## src/rtl/if_mem_ctrl_pkg.sv

```systemverilog
// Shared types for the instruction-fetch memory controller: FSM states,
// byte-count width and the little-endian byte-lane insert helper.
package if_mem_ctrl_pkg;

  localparam int unsigned IFM_BCNT_W = 2;
  localparam int unsigned IFM_INST_W = 32;

  typedef enum logic [1:0] {
    IFM_IDLE,
    IFM_ISSUE,
    IFM_DRAIN,
    IFM_DONE
  } ifm_state_e;

  function automatic logic [IFM_INST_W-1:0] ifm_put_byte(
    input logic [IFM_INST_W-1:0] word,
    input logic [IFM_BCNT_W-1:0] idx,
    input logic [7:0]            b
  );
    logic [IFM_INST_W-1:0] w;
    w = word;
    w[{idx, 3'b000} +: 8] = b;
    return w;
  endfunction

endpackage

```

## src/rtl/if_last_buf.sv

```systemverilog
// One-entry last-fetch buffer {valid, addr, inst} with hit compare.
// Only built when IF_LASTBUF_EN is defined.
`ifdef IF_LASTBUF_EN
module if_last_buf #(
  parameter int unsigned ADDR_W = 32
) (
  input  logic              clk,
  input  logic              reset_n,
  input  logic              i_wr,
  input  logic [ADDR_W-1:0] i_wr_addr,
  input  logic [31:0]       i_wr_inst,
  input  logic              i_inv,
  input  logic [ADDR_W-1:0] i_rd_addr,
  output logic              o_hit,
  output logic [31:0]       o_inst
);

  logic              r_valid;
  logic [ADDR_W-1:0] r_addr;
  logic [31:0]       r_inst;

  // Invalidate wins over a same-cycle write.
  always_ff @(posedge clk or negedge reset_n) begin
    if (!reset_n) begin
      r_valid <= 1'b0;
      r_addr  <= '0;
      r_inst  <= '0;
    end else if (i_inv) begin
      r_valid <= 1'b0;
    end else if (i_wr) begin
      r_valid <= 1'b1;
      r_addr  <= i_wr_addr;
      r_inst  <= i_wr_inst;
    end
  end

  always_comb begin
    o_hit  = r_valid && !i_inv && (i_rd_addr == r_addr);
    o_inst = r_inst;
  end

endmodule
`endif

```

## src/rtl/if_mem_ctrl.sv

```systemverilog
// Instruction-fetch memory controller: four byte reads from shared RAM assembled
// little-endian into one word. Optional last-fetch buffer under IF_LASTBUF_EN.
module if_mem_ctrl
  import if_mem_ctrl_pkg::*;
#(
  parameter int unsigned ADDR_W = 32
) (
  input  logic              clk,
  input  logic              reset_n,
  input  logic              ram_read,
  input  logic [ADDR_W-1:0] ram_addr,
  input  logic              br_flush,
  output logic              ram_ready,
  output logic [31:0]       ram_data,
  input  logic              mem_grant,
  output logic              mem_req,
  output logic [ADDR_W-1:0] mem_addr,
  input  logic [7:0]        mem_din,
  input  logic              inv
);

  ifm_state_e            r_state;
  logic [ADDR_W-1:0]     r_base;
  logic [ADDR_W-1:0]     r_mem_addr;
  logic [IFM_BCNT_W-1:0] r_cnt;
  logic [IFM_BCNT_W-1:0] r_pidx;
  logic                  r_pend;
  logic                  r_mem_req;
  logic                  r_ram_ready;
  logic [31:0]           r_ram_data;

  logic                  w_abort;
  logic                  w_hit;
  logic [31:0]           w_buf_inst;

`ifdef IF_LASTBUF_EN
  if_last_buf #(.ADDR_W(ADDR_W)) u_last_buf (
    .clk       (clk),
    .reset_n   (reset_n),
    .i_wr      (r_state == IFM_DONE),
    .i_wr_addr (r_base),
    .i_wr_inst (r_ram_data),
    .i_inv     (inv),
    .i_rd_addr (ram_addr),
    .o_hit     (w_hit),
    .o_inst    (w_buf_inst)
  );
`else
  logic w_unused_inv;
  assign w_unused_inv = inv;
  assign w_hit        = 1'b0;
  assign w_buf_inst   = '0;
`endif

  assign w_abort = br_flush || !ram_read || (ram_addr != r_base);

  // mem_addr is registered, so the byte issued in cycle t lands on mem_din in t+1
  // and is written into its lane at the end of t+1 through r_pend/r_pidx.
  always_ff @(posedge clk or negedge reset_n) begin
    if (!reset_n) begin
      r_state     <= IFM_IDLE;
      r_base      <= '0;
      r_mem_addr  <= '0;
      r_cnt       <= '0;
      r_pidx      <= '0;
      r_pend      <= 1'b0;
      r_mem_req   <= 1'b0;
      r_ram_ready <= 1'b0;
      r_ram_data  <= '0;
    end else begin
      r_ram_ready <= 1'b0;
      r_pend      <= 1'b0;
      case (r_state)
        IFM_IDLE: begin
          r_mem_req <= 1'b0;
          if (ram_read && !br_flush) begin
            r_base <= ram_addr;
            if (w_hit) begin
              r_ram_data  <= w_buf_inst;
              r_ram_ready <= 1'b1;
              r_state     <= IFM_DONE;
            end else begin
              r_cnt      <= '0;
              r_mem_req  <= 1'b1;
              r_mem_addr <= ram_addr;
              r_state    <= IFM_ISSUE;
            end
          end
        end
        IFM_ISSUE: begin
          if (w_abort) begin
            r_mem_req <= 1'b0;
            r_state   <= IFM_IDLE;
          end else begin
            if (r_pend) r_ram_data <= ifm_put_byte(r_ram_data, r_pidx, mem_din);
            if (mem_grant) begin
              r_pend <= 1'b1;
              r_pidx <= r_cnt;
              if (r_cnt == IFM_BCNT_W'(3)) begin
                r_mem_req <= 1'b0;
                r_state   <= IFM_DRAIN;
              end else begin
                r_cnt      <= r_cnt + IFM_BCNT_W'(1);
                r_mem_addr <= r_mem_addr + ADDR_W'(1);
              end
            end
          end
        end
        IFM_DRAIN: begin
          if (w_abort) begin
            r_state <= IFM_IDLE;
          end else if (r_pend) begin
            r_ram_data  <= ifm_put_byte(r_ram_data, r_pidx, mem_din);
            r_ram_ready <= 1'b1;
            r_state     <= IFM_DONE;
          end
        end
        IFM_DONE: r_state <= IFM_IDLE;
        default:  r_state <= IFM_IDLE;
      endcase
    end
  end

  assign ram_ready = r_ram_ready;
  assign ram_data  = r_ram_data;
  assign mem_req   = r_mem_req;
  assign mem_addr  = r_mem_addr;

endmodule

```

## config.mk

```make
export PLATFORM = sky130hd
export DESIGN_NAME = if_mem_ctrl
export DESIGN_NICKNAME = d
export VERILOG_FILES = /design/src/rtl/if_mem_ctrl_pkg.sv /design/src/rtl/if_last_buf.sv /design/src/rtl/if_mem_ctrl.sv
export SDC_FILE = /design/constraint.sdc
export NUM_CORES = 1
export LEC_CHECK = 0
export BUFFER_PORTS_ARGS = -buffer_cell sky130_fd_sc_hd__buf_2
export CORE_MARGIN = 8
export CORE_UTILIZATION = 44
export CTS_BUF_LIST = sky130_fd_sc_hd__clkbuf_8
export CTS_CLUSTER_DIAMETER = 60
export DETAILED_ROUTE_END_ITERATION = 12
export PLACE_DENSITY = 0.72
export SYNTH_ARGS = -nofsm -noshare
export SYNTH_HDL_FRONTEND = slang
export SYNTH_HIERARCHICAL = 1
export SYNTH_SLANG_ARGS = --single-unit
```

## constraint.sdc

```tcl
create_clock -name clk -period 3.8 [get_ports clk]
set_input_delay 0.19 -clock clk [delete_from_list [all_inputs] [get_ports clk]]
set_output_delay 0.19 -clock clk [all_outputs]
set_load 0.02 [all_outputs]
```

==> metrics.txt, run 1 <==
status=completed; layout cells sized above 1=0.280; DRT Wirelength=16.5 mm; depth of the most critical reg-to-reg path=6; clock skew=0.00961 ns; share of flip-flops with an asynchronous set or reset=1.00; Pwr per Cell Area=569 mW/mm2; Rel. slew slack=0.290; grt ovf=0; CTS tree=done; Layout Area Growth over Synthesis=16.2%; Worst Hold Slack=0.0682 ns; mean area per synthesized cell=10.2 um2; maximum fanout along the worst path=13; clk sinks=105; prevailing post-synth register cell=dfrtp_1; FF+latch count, synth=105; crit share post-route=0.722; CP startpoint kind=flop; Die ar.=0.0172 mm2; CP Class=reg -> reg; num rows=42; antenna diode count=0; DIE WIDTH=131 um; CTS Buf Count=9; Critical Path RT=4.07 ns; Remaining DRCs=0; Max Slew Vio Count=0; Nets=730; max_cap viols=0; EDFF count, synth=0; Worst Setup EP=mem_addr[18]$_DFFE_PN0P_; CP Cell Sequence=xnor2_1 > nand4_1 > nor4_1 > and4_1 > nor2_2 > o41a_1; dpl hpwl=12.1 mm; synth unique cells=55; Initial DRT Pass Iterations=5; Via Count=5019; Skew-Pair Late Insertion Delay=0.38 ns; setup TNS=0 ns; PostCTS Resize Cnt=0; RR Startpoint=r_base[24]$_DFFE_PN0P_; YS warnings=6; drt first-iter violations=487; Max Buffers Root-to-Sink=2; slowest CP cell=and4_1; DR vias/cell=5.88; worst slew pin tran=1.06 ns; Tot Pwr=3.85 mW; sequential cell area fraction in the yosys report=0.451; # port buffers=110; fmax=365 MHz; leakage power=3.17 nW; initial antenna violation count=0; gr usage total=0.196; wire length of the first global-routing pass=26.0 mm; synthesized net count=626; crit path DAT=3.01 ns; peak supply drop=0.000283 V; Hold Crit Class=in -> reg; Starting Density=0.445; Routability Congestion=0.877; CTS root buf=clkbuf_8; RSZ-0062 raised after global routing=no; Worst R2R Setup Slack=1.06 ns; Die Y=131 um; Filler cells=1202; area of the multi-input gates=0.00294 mm2; CP endpoint kind=flop; Largest stage delay, worst path=0.61 ns; crit path time final=2.74 ns; FF+latch area=0.00263 mm2; ANT nets after route=0; final setup fails=0; depth of the CTS H-tree=3; total I/O pin count=112; endpoints failing hold=0; Netlist Area Pre-Place=0.00582 mm2; largest net degree at the start of global routing=75; crit path from=r_base[24]$_DFFE_PN0P_; reg-to-reg endpoint=mem_addr[18]$_DFFE_PN0P_; post-synthesis cell count=569; Clk pin slew, worst setup/hold paths=0.10 ns; Core Box Area=0.0131 mm2; WL/cell=19.3 um; vias in the first global route=4826
==> metrics by stage <==
stage	area (um2)	util	std cells	setup slack, ns
2_1_floorplan	5820	-	569	1.55
3_3_place_gp	6540	0.500	837	1.18
3_5_place_dp	6540	0.500	837	1.13
4_1_cts	6770	0.517	854	1.12
5_1_grt	6770	0.517	854	0.892
6_report	6770	0.517	854	1.06
==> cells by family (layout without fill, tap and decap cells) <==
family,after synthesis,in the layout,share of synthesized area
buffers and inverters,62,171,0.0438
AO/OA/AOI/OAI,81,81,0.112
adder cells (fa/ha/maj),11,11,0.0236
flip-flops,105,105,0.451
XOR/XNOR,32,32,0.0481
multiplexers,71,71,0.132
AND/OR/NAND/NOR,207,207,0.189
==> cells in the final DEF (no fill, tap or decap), drive strengths merged, types with 2 or more instances in the layout <==
| cell type | instances |
|---|---|
| buf | 119 |
| a21oi | 10 |
| nand2b | 2 |
| clkbuf | 11 |
| and2 | 3 |
| mux2 | 42 |
| a21o | 2 |
| and3 | 15 |
| nor3b | 4 |
| xor2 | 10 |
| dfrtp | 105 |
| ha | 11 |
| o31ai | 4 |
| o31a | 5 |
| xnor2 | 22 |
| o32ai | 7 |
| a211oi | 2 |
| and4 | 2 |
| o21ai | 9 |
| a41oi | 3 |
| nor2 | 40 |
| nand2 | 52 |
| nand3b | 2 |
| nor2b | 3 |
| a32oi | 4 |
| nand4 | 28 |
| nor4 | 11 |
| a32o | 7 |
| nand3 | 22 |
| inv | 37 |
| o41ai | 7 |
| o32a | 4 |
| o2bb2ai | 3 |
| mux2i | 29 |
| or4 | 4 |
| a31oi | 8 |
| nor3 | 16 |
==> routing by layer <==
metal / vias to the layer above / GRT usage / wire length, um
li1: 2289 / - / -
met3: 26 / 0.0433 / 1430
met1: 2458 / 0.248 / 6730
met5: - / 0 / 0
met2: 246 / 0.324 / 7970
met4: 0 / 0.0662 / 331
==> Yosys cell counts (all sizes together) (9+ instances only) <==
master  instances  area [um2]
xnor2          22         193
inv            35         131
o21ai           9        45.0
dfrtp         105        2630
nor3           16        85.1
nand2          52         195
ha             11         138
nand4          28         218
nor2           40         153
and3           15        93.8
nor4           11        75.1
mux2i          29         290
a21oi          10        50.1
mux2           42         477
nand3          22         110
xor2           10        87.6
clkbuf         22        82.6
==> flip-flops by register name, indices dropped and copies added, names as in the netlist <==
register and flops:
r_cnt 2, r_base 32, r_state 2, ram_data 32, mem_req 1, mem_addr 32
r_pidx 2, ram_ready 1, r_pend 1
==> critical path, delay by kind of cell, from the launching register on <==
family	cells	cell delay, ns
AOI/OAI and AO/OA	1	0.36
xor gates and xnor gates	1	0.27
DFF	1	0.40
and+or+nand+nor	4	1.61
==> final cells by class <==
type | count | share of cell area
well taps | 176 | 0.0326
flip-flops and latches | 105 | 0.388
repair buffers | 120 | 0.0932
multi-input cells | 402 | 0.435
inverters | 35 | 0.0194
clock buffers | 11 | 0.0224
clock inverters | 5 | 0.00888
==> repair_timing <==
| action | in CTS | in global routing |
|---|---|---|
| hold buffers | 1 | 0 |
| endpoints found under the hold margin | 53 | 0 |
| setup buffers | 0 | 0 |
==> worst min path at each step <==
stage,start,endpoint,slack [ns],cells after the start
floorplan,reset_n,mem_addr[0]$_DFFE_PN0P_,-0.11,0
finish,mem_din[7],ram_data[31]$_DFFE_PN0P_,0.07,3
global route,mem_din[4],ram_data[28]$_DFFE_PN0P_,0.05,3
global placement,reset_n,ram_ready$_DFF_PN0_,0.42,1
detailed placement,reset_n,ram_ready$_DFF_PN0_,0.41,1
CTS,mem_din[7],ram_data[31]$_DFFE_PN0P_,0.05,3
==> where the power goes <==
group,internal (mW),switching (mW)
sequential,1.38,0.260
combinational,0.651,0.802
clock,0.345,0.407
Note: power is estimated with default switching activity, not from simulation.
==> run 2, diff against run 1 <==
--- a/config.mk
+++ b/config.mk
@@ -11,7 +11,7 @@
 export CTS_BUF_LIST = sky130_fd_sc_hd__clkbuf_8
 export CTS_CLUSTER_DIAMETER = 60
 export DETAILED_ROUTE_END_ITERATION = 12
-export PLACE_DENSITY = 0.72
+export PLACE_DENSITY = 0.74
 export SYNTH_ARGS = -nofsm -noshare
 export SYNTH_HDL_FRONTEND = slang
 export SYNTH_HIERARCHICAL = 1
==> constraint.sdc (replaced) <==
create_clock -name clk -period 2.5 [get_ports clk]
set_input_delay 0.125 -clock clk [delete_from_list [all_inputs] [get_ports clk]]
set_output_delay 0.125 -clock clk [all_outputs]
set_load 0.02 [all_outputs]
==> run 2 against run 1 <==
Compared with the run above: critical path depth up 1; count of clock-buffer cells in the layout down 2; critical path type unchanged; global-route usage up 0.63 points; first-iteration DRC count down 27%.
==> metrics.txt, run 2 (same netlist as run 1, synthesis figures left out) <==
grt ovf=0 (unchanged); Nets=755 (+3.4%); crit path DAT=2.67 ns (-0.34 ns); Pwr per Cell Area=830 mW/mm2 (+46%); status=completed; num rows=42 (unchanged); Psw=2.29 mW (+56%); CP endpoint kind=flop; slowest CP cell=or4b_4; setup slack after layout=0.0975 ns (-0.960 ns); peak supply drop=0.000403 V (+42%); depth of the CTS H-tree=3 (unchanged); gr usage total=0.202 (+0.00631); leakage power=3.29 nW (+3.6%); Via Count=5092 (+1.5%); RSZ-0062 raised after global routing=no; crit path time final=2.40 ns (-0.340 ns); antenna diode count=0 (unchanged); Worst R2R Setup Slack=0.1 ns (-0.96 ns); endpoints failing hold=0 (unchanged); final setup fails=0 (unchanged); fmax=416 MHz (+14%); Remaining DRCs=0 (unchanged); cell area after layout=0.00698 mm2 (+3.1%); Worst Min Path Start=mem_din[4]; DIE WIDTH=131 um (unchanged); ANT nets after route=0 (unchanged); Skew-Pair Late Insertion Delay=0.39 ns (about the same); RR Startpoint=r_base[13]$_DFFE_PN0P_; Max Slew Vio Count=0 (unchanged); Layout Area Growth over Synthesis=19.8%; Max Buffers Root-to-Sink=2 (unchanged); Internal=3.50 mW (+47%); CP startpoint kind=flop; CTS tree=done; Die Y=131 um (unchanged); max_cap viols=0 (unchanged); CTS Buf Count=9 (unchanged); Starting Density=0.445 (unchanged); Clk pin slew, worst setup/hold paths=0.11 ns (about the same); DR vias/cell=5.79 (-1.4%); Stages on worst setup path=7 (+1); maximum fanout along the worst path=13 (unchanged); Post-CTS Setup Bufs=0 (unchanged); Initial DRT Pass Iterations=5 (unchanged); fin util=0.533 (+0.0162); leading cell type in the layout, fill and taps excluded=buf_2; reg-to-reg endpoint=mem_addr[18]$_DFFE_PN0P_; wire length of the first global-routing pass=26.8 mm (+3.2%); CP Cell Sequence=xnor2_1 > or4b_4 > nor3_2 > and4_1 > nor2_2 > buf_4 > o41a_1; hold-critical path depth=3 (unchanged); vias in the first global route=5111 (+5.9%); CP Class=reg -> reg; switching share of power=0.396 (+0.0139); initial antenna violation count=0 (unchanged); Largest stage delay, worst path=0.50 ns (-0.11 ns); depth of the most critical reg-to-reg path=7 (+1); setup TNS=0 ns (unchanged); Hold Crit Class=in -> reg; hold endpoint=ram_data[4]$_DFFE_PN0P_; # port buffers=110 (unchanged); clock share of power=0.179 (-0.016); layout cells sized above 1=0.299 (+0.0185); CTS root buf=clkbuf_8; clock skew=0.00902 ns (-0.000589 ns); worst slew pin tran=0.491 ns (-0.571 ns); Critical Path RT=2.77 ns (-1.30 ns); Die ar.=0.0172 mm2 (unchanged); pre-CTS setup slack=-0.0131 ns (-1.15 ns); Core Box Area=0.0131 mm2 (unchanged); dpl hpwl=12.9 mm (+6.9%); most frequent cells in the layout=buf_2, dfrtp_1, nand2_1; Seq pwr share=0.432 (+0.005); Rel. slew slack=0.673 (+0.382); crit share post-route=0.961 (+0.239); clk sinks=105 (unchanged); total I/O pin count=112 (unchanged); largest net degree at the start of global routing=38 (-49%); Buf/Inv on CP=1 (+1); WL/cell=19.7 um (+2.0%); logic gate share of total power=0.389 (+0.011); drt first-iter violations=354 (-27%); CP top delay family=simple AND/OR/NAND/NOR gates; Post-DP Area=0.00669 mm2 (+2.3%); DRT Wirelength=17.3 mm (+5.0%); Routability Congestion=0.882 (+0.55%)
run 2: changes by cell type in the layout (fill, tap and decap cells not counted), sizes merged:
cell | before | now
bufinv | 1 | 0
clkbuf | 11 | 9
inv | 37 | 38
dlygate4sd3 | 1 | 8
clkinv | 1 | 3
buf | 119 | 137
run 2: timing repair:
action / CTS / global route
endpoints found under the setup margin: 8 / 12
hold endpoints to repair: 47 / 0
hold buffers: 8 / 0
resized for setup: 1 / 3
run 2: worst max path at each step:
stage                                  from                  endpoint  slack, ns
global placement     r_base[11]$_DFFE_PN0P_  ram_data[28]$_DFFE_PN0P_       0.05
floorplan           mem_addr[8]$_DFFE_PN0P_  mem_addr[24]$_DFFE_PN0P_       0.25
CTS                  r_base[13]$_DFFE_PN0P_  ram_data[19]$_DFFE_PN0P_       0.08
detailed placement   r_base[13]$_DFFE_PN0P_  ram_data[27]$_DFFE_PN0P_      -0.01
finish               r_base[13]$_DFFE_PN0P_  mem_addr[18]$_DFFE_PN0P_        0.1
global route         r_base[13]$_DFFE_PN0P_  mem_addr[18]$_DFFE_PN0P_     0.0008
run 2: area by class of cell:
class	count	area (um2)
clock buffer	9	124
inverter	35	131
multi-input combinational	402	2960
timing repair buffer	145	852
sequential	105	2630
fill	1181	6110
tap	176	220
clock inverter	7	62.6
run 2: through the flow:
stage               instances  hold slack, ns  total power, mW
floorplan                 569          -0.171             4.05
global placement          855           0.117             4.64
detailed placement        855           0.126             4.74
CTS                       879         0.00164             5.79
global route              879          0.0154             6.12
finish                    879          0.0217             5.79
run 2: per-layer routing:
metal,track usage,wire length [um],vias up
met5,0,0,-
met4,0.0648,400,0
met3,0.0566,1440,24
met2,0.339,8320,218
met1,0.246,7130,2505
li1,-,-,2345
run 2: worst register-to-register path, cell delays in order, from the launching register on:
cell and delay (ns):
dfrtp_1 0.40, xnor2_1 0.24, or4b_4 0.50, nor3_2 0.24
and4_1 0.32, nor2_2 0.04, buf_4 0.20, o41a_1 0.34
run 2: power groups by stage:
stage / sequential [mW] / clock, mW / combinational [mW]
final: 2.50 / 1.03 / 2.25
after global routing: 2.55 / 1.12 / 2.44
after CTS: 2.49 / 1.06 / 2.24
after detailed placement: 2.52 / 0 / 2.22
after global placement: 2.49 / 0 / 2.15
after floorplan: 2.58 / 0 / 1.48
